--- src/rtl/mmio_slot_router.sv ---
// Data-side router: sends core loads/stores to block RAM or to one of NUM_SLOTS
// req/ack peripheral slots on the MMIO page, with per-access timeout and error log.
module mmio_slot_router #(
  parameter int          DATA_W     = 32,
  parameter int          RAM_AW     = 11,
  parameter logic [19:0] MMIO_PAGE  = 20'hAAAAA,
  parameter int          NUM_SLOTS  = 4,
  parameter int          SLOT_SHIFT = 8,
  parameter int          TIMEOUT    = 15
) (
  input  logic                        clk,
  input  logic                        rst,
  input  logic [31:0]                 cpu_addr,
  input  logic [DATA_W-1:0]           cpu_wdata,
  input  logic [DATA_W/8-1:0]         cpu_be,
  input  logic                        cpu_we,
  input  logic                        cpu_re,
  output logic [DATA_W-1:0]           cpu_rdata,
  output logic                        cpu_stall,
  output logic                        cpu_err,
  output logic                        ram_en,
  output logic [DATA_W/8-1:0]         ram_we,
  output logic [RAM_AW-1:0]           ram_addr,
  output logic [DATA_W-1:0]           ram_wdata,
  input  logic [DATA_W-1:0]           ram_rdata,
  output logic [NUM_SLOTS-1:0]        slv_req,
  output logic                        slv_we,
  output logic [SLOT_SHIFT-1:0]       slv_addr,
  output logic [DATA_W-1:0]           slv_wdata,
  output logic [DATA_W/8-1:0]         slv_be,
  input  logic [NUM_SLOTS*DATA_W-1:0] slv_rdata,
  input  logic [NUM_SLOTS-1:0]        slv_ack,
  output logic [7:0]                  err_count,
  output logic [31:0]                 err_addr
);

  localparam int          IDX_W       = (NUM_SLOTS > 1) ? $clog2(NUM_SLOTS) : 1;
  localparam logic [11:0] NUM_SLOTS_L = 12'(NUM_SLOTS);
  localparam logic [7:0]  CNT_LAST    = 8'(TIMEOUT - 1);

  localparam logic [1:0] S_IDLE     = 2'd0;
  localparam logic [1:0] S_RAM_RD   = 2'd1;
  localparam logic [1:0] S_SLV_WAIT = 2'd2;
  localparam logic [1:0] S_RESP     = 2'd3;

  logic [1:0]        state;
  logic [IDX_W-1:0]  idx;
  logic [7:0]        cnt;
  logic [DATA_W-1:0] rsp;
  logic              rsp_err;

  logic              cpu_req;
  logic              is_ram;
  logic              is_slot;
  logic [11:0]       slot_num;
  logic [IDX_W-1:0]  slot_idx;
  logic              ack_sel;
  logic [DATA_W-1:0] slot_rdata;

  // Slot number is the page offset scaled down by the slot size; anything at or
  // beyond NUM_SLOTS (including nonzero upper offset bits) is unmapped.
  assign cpu_req    = cpu_we | cpu_re;
  assign slot_num   = cpu_addr[11:0] >> SLOT_SHIFT;
  assign slot_idx   = slot_num[IDX_W-1:0];
  assign is_ram     = cpu_addr[31:12] < MMIO_PAGE;
  assign is_slot    = (cpu_addr[31:12] == MMIO_PAGE) && (slot_num < NUM_SLOTS_L);
  assign ack_sel    = slv_ack[idx];
  assign slot_rdata = slv_rdata[int'(idx)*DATA_W +: DATA_W];

  assign ram_addr  = cpu_addr[RAM_AW+1:2];
  assign ram_wdata = cpu_wdata;

  always_comb begin
    ram_en    = 1'b0;
    ram_we    = '0;
    cpu_stall = 1'b0;
    cpu_rdata = '0;
    cpu_err   = 1'b0;
    case (state)
      S_IDLE: begin
        if (cpu_req) begin
          if (is_ram) begin
            ram_en = 1'b1;
            if (cpu_we) ram_we = cpu_be;
            else        cpu_stall = 1'b1;
          end else begin
            cpu_stall = 1'b1;
          end
        end
      end
      S_RAM_RD:   cpu_rdata = ram_rdata;
      S_SLV_WAIT: cpu_stall = 1'b1;
      S_RESP: begin
        cpu_rdata = rsp;
        cpu_err   = rsp_err;
      end
      default: ;
    endcase
  end

  // Error bookkeeping happens on the edge into RESP so the logged values are
  // already visible during the completion cycle.
  always_ff @(posedge clk) begin
    if (rst) begin
      state     <= S_IDLE;
      slv_req   <= '0;
      slv_we    <= 1'b0;
      slv_addr  <= '0;
      slv_wdata <= '0;
      slv_be    <= '0;
      idx       <= '0;
      cnt       <= '0;
      rsp       <= '0;
      rsp_err   <= 1'b0;
      err_count <= '0;
      err_addr  <= '0;
    end else begin
      case (state)
        S_IDLE: begin
          cnt <= '0;
          if (cpu_req) begin
            if (is_ram) begin
              if (!cpu_we) state <= S_RAM_RD;
            end else if (is_slot) begin
              slv_req   <= NUM_SLOTS'(1) << slot_idx;
              slv_we    <= cpu_we;
              slv_addr  <= cpu_addr[SLOT_SHIFT-1:0];
              slv_wdata <= cpu_wdata;
              slv_be    <= cpu_be;
              idx       <= slot_idx;
              state     <= S_SLV_WAIT;
            end else begin
              rsp      <= '0;
              rsp_err  <= 1'b1;
              err_addr <= cpu_addr;
              if (err_count != 8'hFF) err_count <= err_count + 8'd1;
              state    <= S_RESP;
            end
          end
        end
        S_RAM_RD: state <= S_IDLE;
        S_SLV_WAIT: begin
          if (ack_sel) begin
            rsp     <= slot_rdata;
            rsp_err <= 1'b0;
            slv_req <= '0;
            state   <= S_RESP;
          end else if (cnt == CNT_LAST) begin
            rsp      <= '1;
            rsp_err  <= 1'b1;
            slv_req  <= '0;
            err_addr <= cpu_addr;
            if (err_count != 8'hFF) err_count <= err_count + 8'd1;
            state    <= S_RESP;
          end else begin
            cnt <= cnt + 8'd1;
          end
        end
        S_RESP: state <= S_IDLE;
        default: state <= S_IDLE;
      endcase
    end
  end

endmodule

--- config.mk ---
export PLATFORM = sky130hd
export DESIGN_NAME = mmio_slot_router
export DESIGN_NICKNAME = d
export VERILOG_FILES = /design/src/rtl/mmio_slot_router.sv
export SDC_FILE = /design/constraint.sdc
export NUM_CORES = 1
export LEC_CHECK = 0
export ABC_AREA = 0
export CORE_AREA = 2 2 157 159
export CTS_BUF_LIST = sky130_fd_sc_hd__clkbuf_16
export DETAILED_ROUTE_END_ITERATION = 10
export DIE_AREA = 0 0 159 161
export MAX_ROUTING_LAYER = met4
export PLACE_DENSITY = 0.74
export SLEW_MARGIN = 40
export SYNTH_ARGS = -nofsm -noshare
export SYNTH_HDL_FRONTEND = slang
export SYNTH_SLANG_ARGS = --single-unit
--- constraint.sdc ---
create_clock -name clk -period 3.6 [get_ports clk]
set_input_delay 0.72 -clock clk [delete_from_list [all_inputs] [get_ports clk]]
set_output_delay 0.72 -clock clk [all_outputs]
set_load 0.01 [all_outputs]
==> results.json, run 1 <==
{
  "start_util_pct": 30.4,
  "coreArea_sq_mm": 0.0240,
  "cap_violations": 0,
  "post-route-period-util_pct": 97.8,
  "synthArstFlopShare_pct": 0,
  "drtIter0Drc": 531,
  "hold_viol": 0,
  "synth-seq-cells": 134,
  "clockBufferDepth": 2,
  "synth_fp_nets": 1112,
  "startpoint": "cpu_addr[30]",
  "via_per_inst": 5.02,
  "cts_buffers": 17,
  "cellPowerDensity_mw_per_mm2": 363,
  "fin_nets": 1463,
  "peakVddDrop_mv": 0.239,
  "dp_hpwl_mm": 22.0,
  "grt_max_degree": 73,
  "period_needed_ns": 3.52,
  "synth_area_per_cell_sq_um": 8.35,
  "grt-ovfl-total": 0,
  "wire_per_inst_microns": 18.7,
  "syn_area_sq_mm": 0.00729,
  "path_cells": "clkdlybuf4s50_1 -> or4b_4 -> nor3_4 -> nand3_2 -> nand2_2 -> nor2_2 -> buf_4 -> and2_1 -> dlygate4sd2_1",
  "gp_routability_congestion": 0.894,
  "grt_pass1_wl_mm": 44.9,
  "finalMaxSlewViolations": 0,
  "p_leak_uw": 0.00412,
  "critPathMaxStageDelay_ns": 0.52,
  "wirelength_mm": 29.2,
  "area_growth_pct": 67.1,
  "worst_pin_slew_ns": 0.791,
  "clock_latency_ns": 0.42,
  "relSlewSlack_pct": 47.3,
  "postCtsHoldBufs": 0,
  "drive_above_1_share_pct": 11.0,
  "skew_ns": 0.0125,
  "cp_max_fo": 4,
  "arrival_ns": 2.80,
  "antenna_found_initial": 0,
  "postLayoutSetupSlackWorst_ns": 0.0791,
  "min_from": "slv_wdata[19]",
  "grt_util_all_layers_pct": 22.9,
  "ys_types": 51,
  "path_class": "input pin to output port",
  "cp_slowest_cell": "or4b_4",
  "synth_edf_count": 0,
  "port-buffer-count": 406,
  "dpl_worst_slack_ns": -0.428,
  "cp.required_ns": 2.88,
  "hold_path.class": "register to register",
  "endpoint_kind": "output port",
  "setup_viol": 0,
  "synthCells": 873,
  "num_antenna_cells": 0,
  "fp.dieW_microns": 159,
  "io-pin-count": 407,
  "vias": 7830,
  "rsz0062_at_grt": "no",
  "drc_errors": 0,
  "ys_seq_area_share_pct": 36.8,
  "detail-route-antenna-nets": 0,
  "worst_setup_path_start_kind": "input pin",
  "fmax_mhz": 284,
  "die_y_microns": 161,
  "htree_num_levels": 4,
  "cts.sinks": 134,
  "fin_total_pwr_uw": 4430,
  "drt_pass1_iterations": 4,
  "outcome": "complete, no violations",
  "ys.flop_type": "dfxtp_1",
  "root_buffer": "clkbuf_16",
  "yosys_warnings": 0,
  "rows": 57,
  "grt_pass1_vias": 7736,
  "tritoncts": "yes",
  "die_area_sq_mm": 0.0256,
  "worstReg2RegStart": "idx[0]",
  "clkTransAtPathRegs_ns": 0.06
}
[state kept, by name (all words and copies together), names as in the netlist]
signal / count
err_addr: 32
slv_req: 4
slv_be: 4
rsp_err: 1
state: 2
slv_we: 1
cnt: 8
slv_wdata: 32
idx: 2
rsp: 32
slv_addr: 8
err_count: 8
[Yosys cell counts, drive strengths merged, types with 5 or more instances]
library cell	n	area, sq um
dfxtp	134	2680
a21oi	132	661
o21ai	104	520
nand2	103	387
clkbuf	65	244
buf	56	388
nand3	39	195
nor2b	38	238
mux2i	35	350
mux4	33	743
or3	33	206
nor2	26	97.6
and2	5	31.3
and3	5	31.3
inv	5	18.8
nor3	5	25.0
[cell families (layout without fill, tap and decap cells)]
family	Yosys count	count (layout)	synth area share, %
flip-flops	134	134	36.8
XOR/XNOR	4	4	0.481
multiplexers	72	72	15.6
buffers and inverters	126	490	8.92
AND/OR/NAND/NOR	282	282	19.6
adder cells (fa/ha/maj)	3	3	0.515
AO/OA/AOI/OAI	252	252	18.1
[per-layer routing]
metal  up-vias  GRT usage [%]  part of all wire (%)
li1       3759              -                     -
met1      3774           29.9                    44
met2       260           36.2                    48
met3        37           4.39                   4.9
met4         0           7.07                   2.3
met5         -              -                     0
[critical path: cells and delay by family]
family | cells | cell delay, ns
AND/OR/NAND/NOR | 6 | 1.22
buffers and inverters | 3 | 0.88
[power breakdown]
group,switching (uW),leakage (uW),internal [uW]
Clock,759,0.000277,979
Sequential,34.1,0.00109,1540
Combinational,517,0.00275,594
[path summary, 6_finish.rpt]
kind                                       to  slack, ns  cells past startpoint
worst max register to register   err_count[3]       0.93                      5
worst min-delay path            slv_wdata[19]       0.45                      2
worst min register to register  slv_wdata[19]       0.45                      2
worst max-delay path                ram_we[3]       0.08                      9
[through the flow]
step	instances	util [%]	cell area, sq um	setup TNS [ns]	hold slack (ns)
CTS	1559	50.8	12200	0	0.451
detailed placement	1525	48.2	11500	-2.21	0.442
finish	1561	50.8	12200	0	0.451
global route	1561	50.8	12200	0	0.468
global placement	1525	48.2	11500	-2.45	0.436
floorplan	873	-	7290	0	0.432
[layout make-up]
cell class / instances / area, sq um
clock buffer: 17 / 425
clock inverter: 15 / 159
fill: 2279 / 11800
inverter: 5 / 18.8
multi-input combinational: 613 / 4030
sequential: 134 / 2690
tap: 324 / 405
timing repair buffer: 453 / 4460
[repair_timing]
action / 4_1_cts / 5_1_grt
resized for setup: 14 / 1
buffers inserted: 2 / 2
pin swaps: 5 / 2
setup endpoints to repair: 6 / 5
[layout by cell type (no fill, tap or decap), drive strengths merged, types with 4 or more instances in the layout]
master	Yosys	final
nor2	26	26
or3	33	33
nor3	5	5
inv	5	13
nand3	39	39
a21oi	132	132
mux4	33	33
mux2	4	4
buf	56	48
nor3b	4	4
clkdlybuf4s50	0	398
clkbuf	65	17
and3	5	5
nand2	103	103
and2	5	5
nor2b	38	38
dlygate4sd2	0	7
or4	4	4
mux2i	35	35
nand4	4	4
dfxtp	134	134
o21ai	104	104
Power figures use the tool's default switching activity.
==> run 2: changes to the inputs <==
==> constraint.sdc (replaced) <==
create_clock -name clk -period 3.6 [get_ports clk]
set_input_delay 0.72 -clock clk [delete_from_list [all_inputs] [get_ports clk]]
set_output_delay 0.72 -clock clk [all_outputs]
set_load 0.005 [all_outputs]
==> run 2 against run 1 <==
- sequential power hardly changed
- worst setup slack worse by 0.013 ns
- highest routed layer unchanged
- critical path type unchanged
- final area is 0.82% higher
- sequential share of layout area is 0.18 points lower
- first-iteration DRC count is 2.3% lower
- clock skew is 0.0080 ns higher
==> results.json, run 2 (synthesized netlist as in run 1, its figures left out) <==
{
  "wirelength_mm": 28.9,
  "clockBufferDepth": 2,
  "via_per_inst": 5.01,
  "instances_no_fill": 1561,
  "placedCellCount": 1524,
  "crit_top_cell": "nor2_1",
  "peakVddDrop_mv": 0.252,
  "cp.required_ns": 2.88,
  "cap_violations": 0,
  "clkTransAtPathRegs_ns": 0.06,
  "detail-route-antenna-nets": 0,
  "grt_pass1_wl_mm": 44.5,
  "switchingPower_uw": 1280,
  "die_y_microns": 161,
  "fp.dieW_microns": 159,
  "grt_util_all_layers_pct": 22.9,
  "antenna_found_initial": 1,
  "arrival_ns": 2.81,
  "relSlewSlack_pct": 53.8,
  "cp_max_fo": 4,
  "pwr-share-clk_pct": 40.6,
  "port-buffer-count": 406,
  "root_buffer": "clkbuf_16",
  "hold_viol": 0,
  "r2r_cells": 6,
  "cts.sinks": 134,
  "worst_pin_slew_ns": 0.692,
  "path_cells": "dlygate4sd2_1 -> or4b_4 -> nor3_4 -> buf_6 -> nand3_4 -> a31oi_2 -> nor2_1 -> nor2_1 -> clkdlybuf4s50_1",
  "io-pin-count": 407,
  "fmax_mhz": 283,
  "post-route-period-util_pct": 98.2,
  "setup_viol": 0,
  "period_needed_ns": 3.53,
  "outcome": "complete, no violations",
  "drive_above_1_share_pct": 11.2,
  "hold_path.class": "register to register",
  "cellPowerDensity_mw_per_mm2": 364,
  "rsz0062_at_grt": "yes",
  "die_area_sq_mm": 0.0256,
  "startpoint": "cpu_addr[28]",
  "path_class": "input pin to output port",
  "drt_pass1_iterations": 5,
  "clock_latency_ns": 0.42,
  "mostFrequentLayoutCells": "398 x clkdlybuf4s50_1, 131 x dfxtp_1, 130 x a21oi_1",
  "whs_path_depth": 2,
  "grt-ovfl-total": 0,
  "tritoncts": "yes",
  "worstReg2RegStart": "idx[0]",
  "switching_share_pct": 28.6,
  "min_from": "slv_wdata[23]",
  "htree_num_levels": 4,
  "skew_ns": 0.0205,
  "reg2reg_slack_ns": 0.96,
  "grt_max_degree": 84,
  "largestRegisters": "err_addr x32, rsp x32, slv_wdata x32",
  "pwr-share-comb_pct": 24.1,
  "dp_hpwl_mm": 21.8,
  "internal-power_uw": 3190,
  "vias": 7819,
  "nFillCells": 2290,
  "cp_slowest_cell": "or4b_4",
  "seqPwrFrac_pct": 35.3,
  "r2r_end": "err_addr[8]",
  "fin_util_pct": 51.3,
  "gp_routability_congestion": 0.889,
  "start_util_pct": 30.4,
  "worst_setup_path_start_kind": "input pin",
  "rows": 57,
  "grt_pass1_vias": 7743,
  "endpoint_kind": "output port",
  "endpoint": "cpu_stall",
  "p_leak_uw": 0.00415,
  "fin_nets": 1462,
  "finalMaxSlewViolations": 0,
  "drc_errors": 0,
  "drtIter0Drc": 519,
  "cts_buffers": 17,
  "area_growth_pct": 68.5,
  "final_common_cell": "clkdlybuf4s50_1",
  "wire_per_inst_microns": 18.5,
  "critPathMaxStageDelay_ns": 0.55,
  "coreArea_sq_mm": 0.0240
}
run 2: changes by cell type in the layout (fill, tap and decap cells not counted), moves of 2 or more:
cell	delta
inv_6	-3
inv_8	+4
buf_6	+2
buf_12	+2
buf_4	-5
run 2: through the flow:
step	instance area [sq um]	TNS, ns	total power, uW	hold slack [ns]	setup WS, ns
after floorplan	7290	0	2040	0.432	0.667
final	12300	0	4470	0.451	0.0664
after CTS	12200	0	4520	0.451	0.0274
after global routing	12300	-0.00989	4680	0.466	-0.00989
after detailed placement	11600	-1.79	2680	0.442	-0.376
after global placement	11600	-1.79	2670	0.436	-0.368
run 2: power by group through the flow:
stage                     registers (uW)  logic [uW]  clock network, uW
after floorplan                     1610         432                  0
after detailed placement            1610        1070                  0
after global routing                1580        1160               1940
final                               1580        1080               1820
after global placement              1610        1060                  0
after CTS                           1580        1070               1870
run 2: worst min path at each step:
stage	end	slack, ns
final	slv_wdata[23]	0.45
after global routing	slv_wdata[12]	0.47
after CTS	slv_wdata[12]	0.45
after detailed placement	slv_wdata[12]	0.44
after global placement	slv_wdata[29]	0.44
after floorplan	rsp_err	0.43
run 2: timing repair:
action,4_1_cts,5_1_grt
setup buffers,2,2
endpoints found under the setup margin,6,4
pin swaps,3,5
hold buffers,0,0
resized for setup,16,8
run 2: critical path: cells and delay by family:
family,cells,cell delay (ns)
AND/OR/NAND/NOR,5,0.96
buffers and inverters,3,0.93
AO/OA/AOI/OAI,1,0.22
run 2: final cells by class:
type / count / area (sq um) / area share (%)
repair buffers: 452 / 4480 / 36.5
multi-input cells: 613 / 4080 / 33.2
flip-flops and latches: 134 / 2690 / 21.9
clock buffers: 17 / 425 / 3.46
well taps: 324 / 405 / 3.30
clock inverters: 15 / 183 / 1.49
inverters: 5 / 18.8 / 0.153
diodes: 1 / 2.50 / 0.0204
run 2: per-layer routing:
layer | vias up | share of wire, % | track usage, %
met5 | - | 0 | -
met4 | 0 | 2.2 | 7.48
met3 | 36 | 5.7 | 5.55
met2 | 257 | 48 | 35.9
met1 | 3748 | 44 | 29.0
li1 | 3778 | - | -
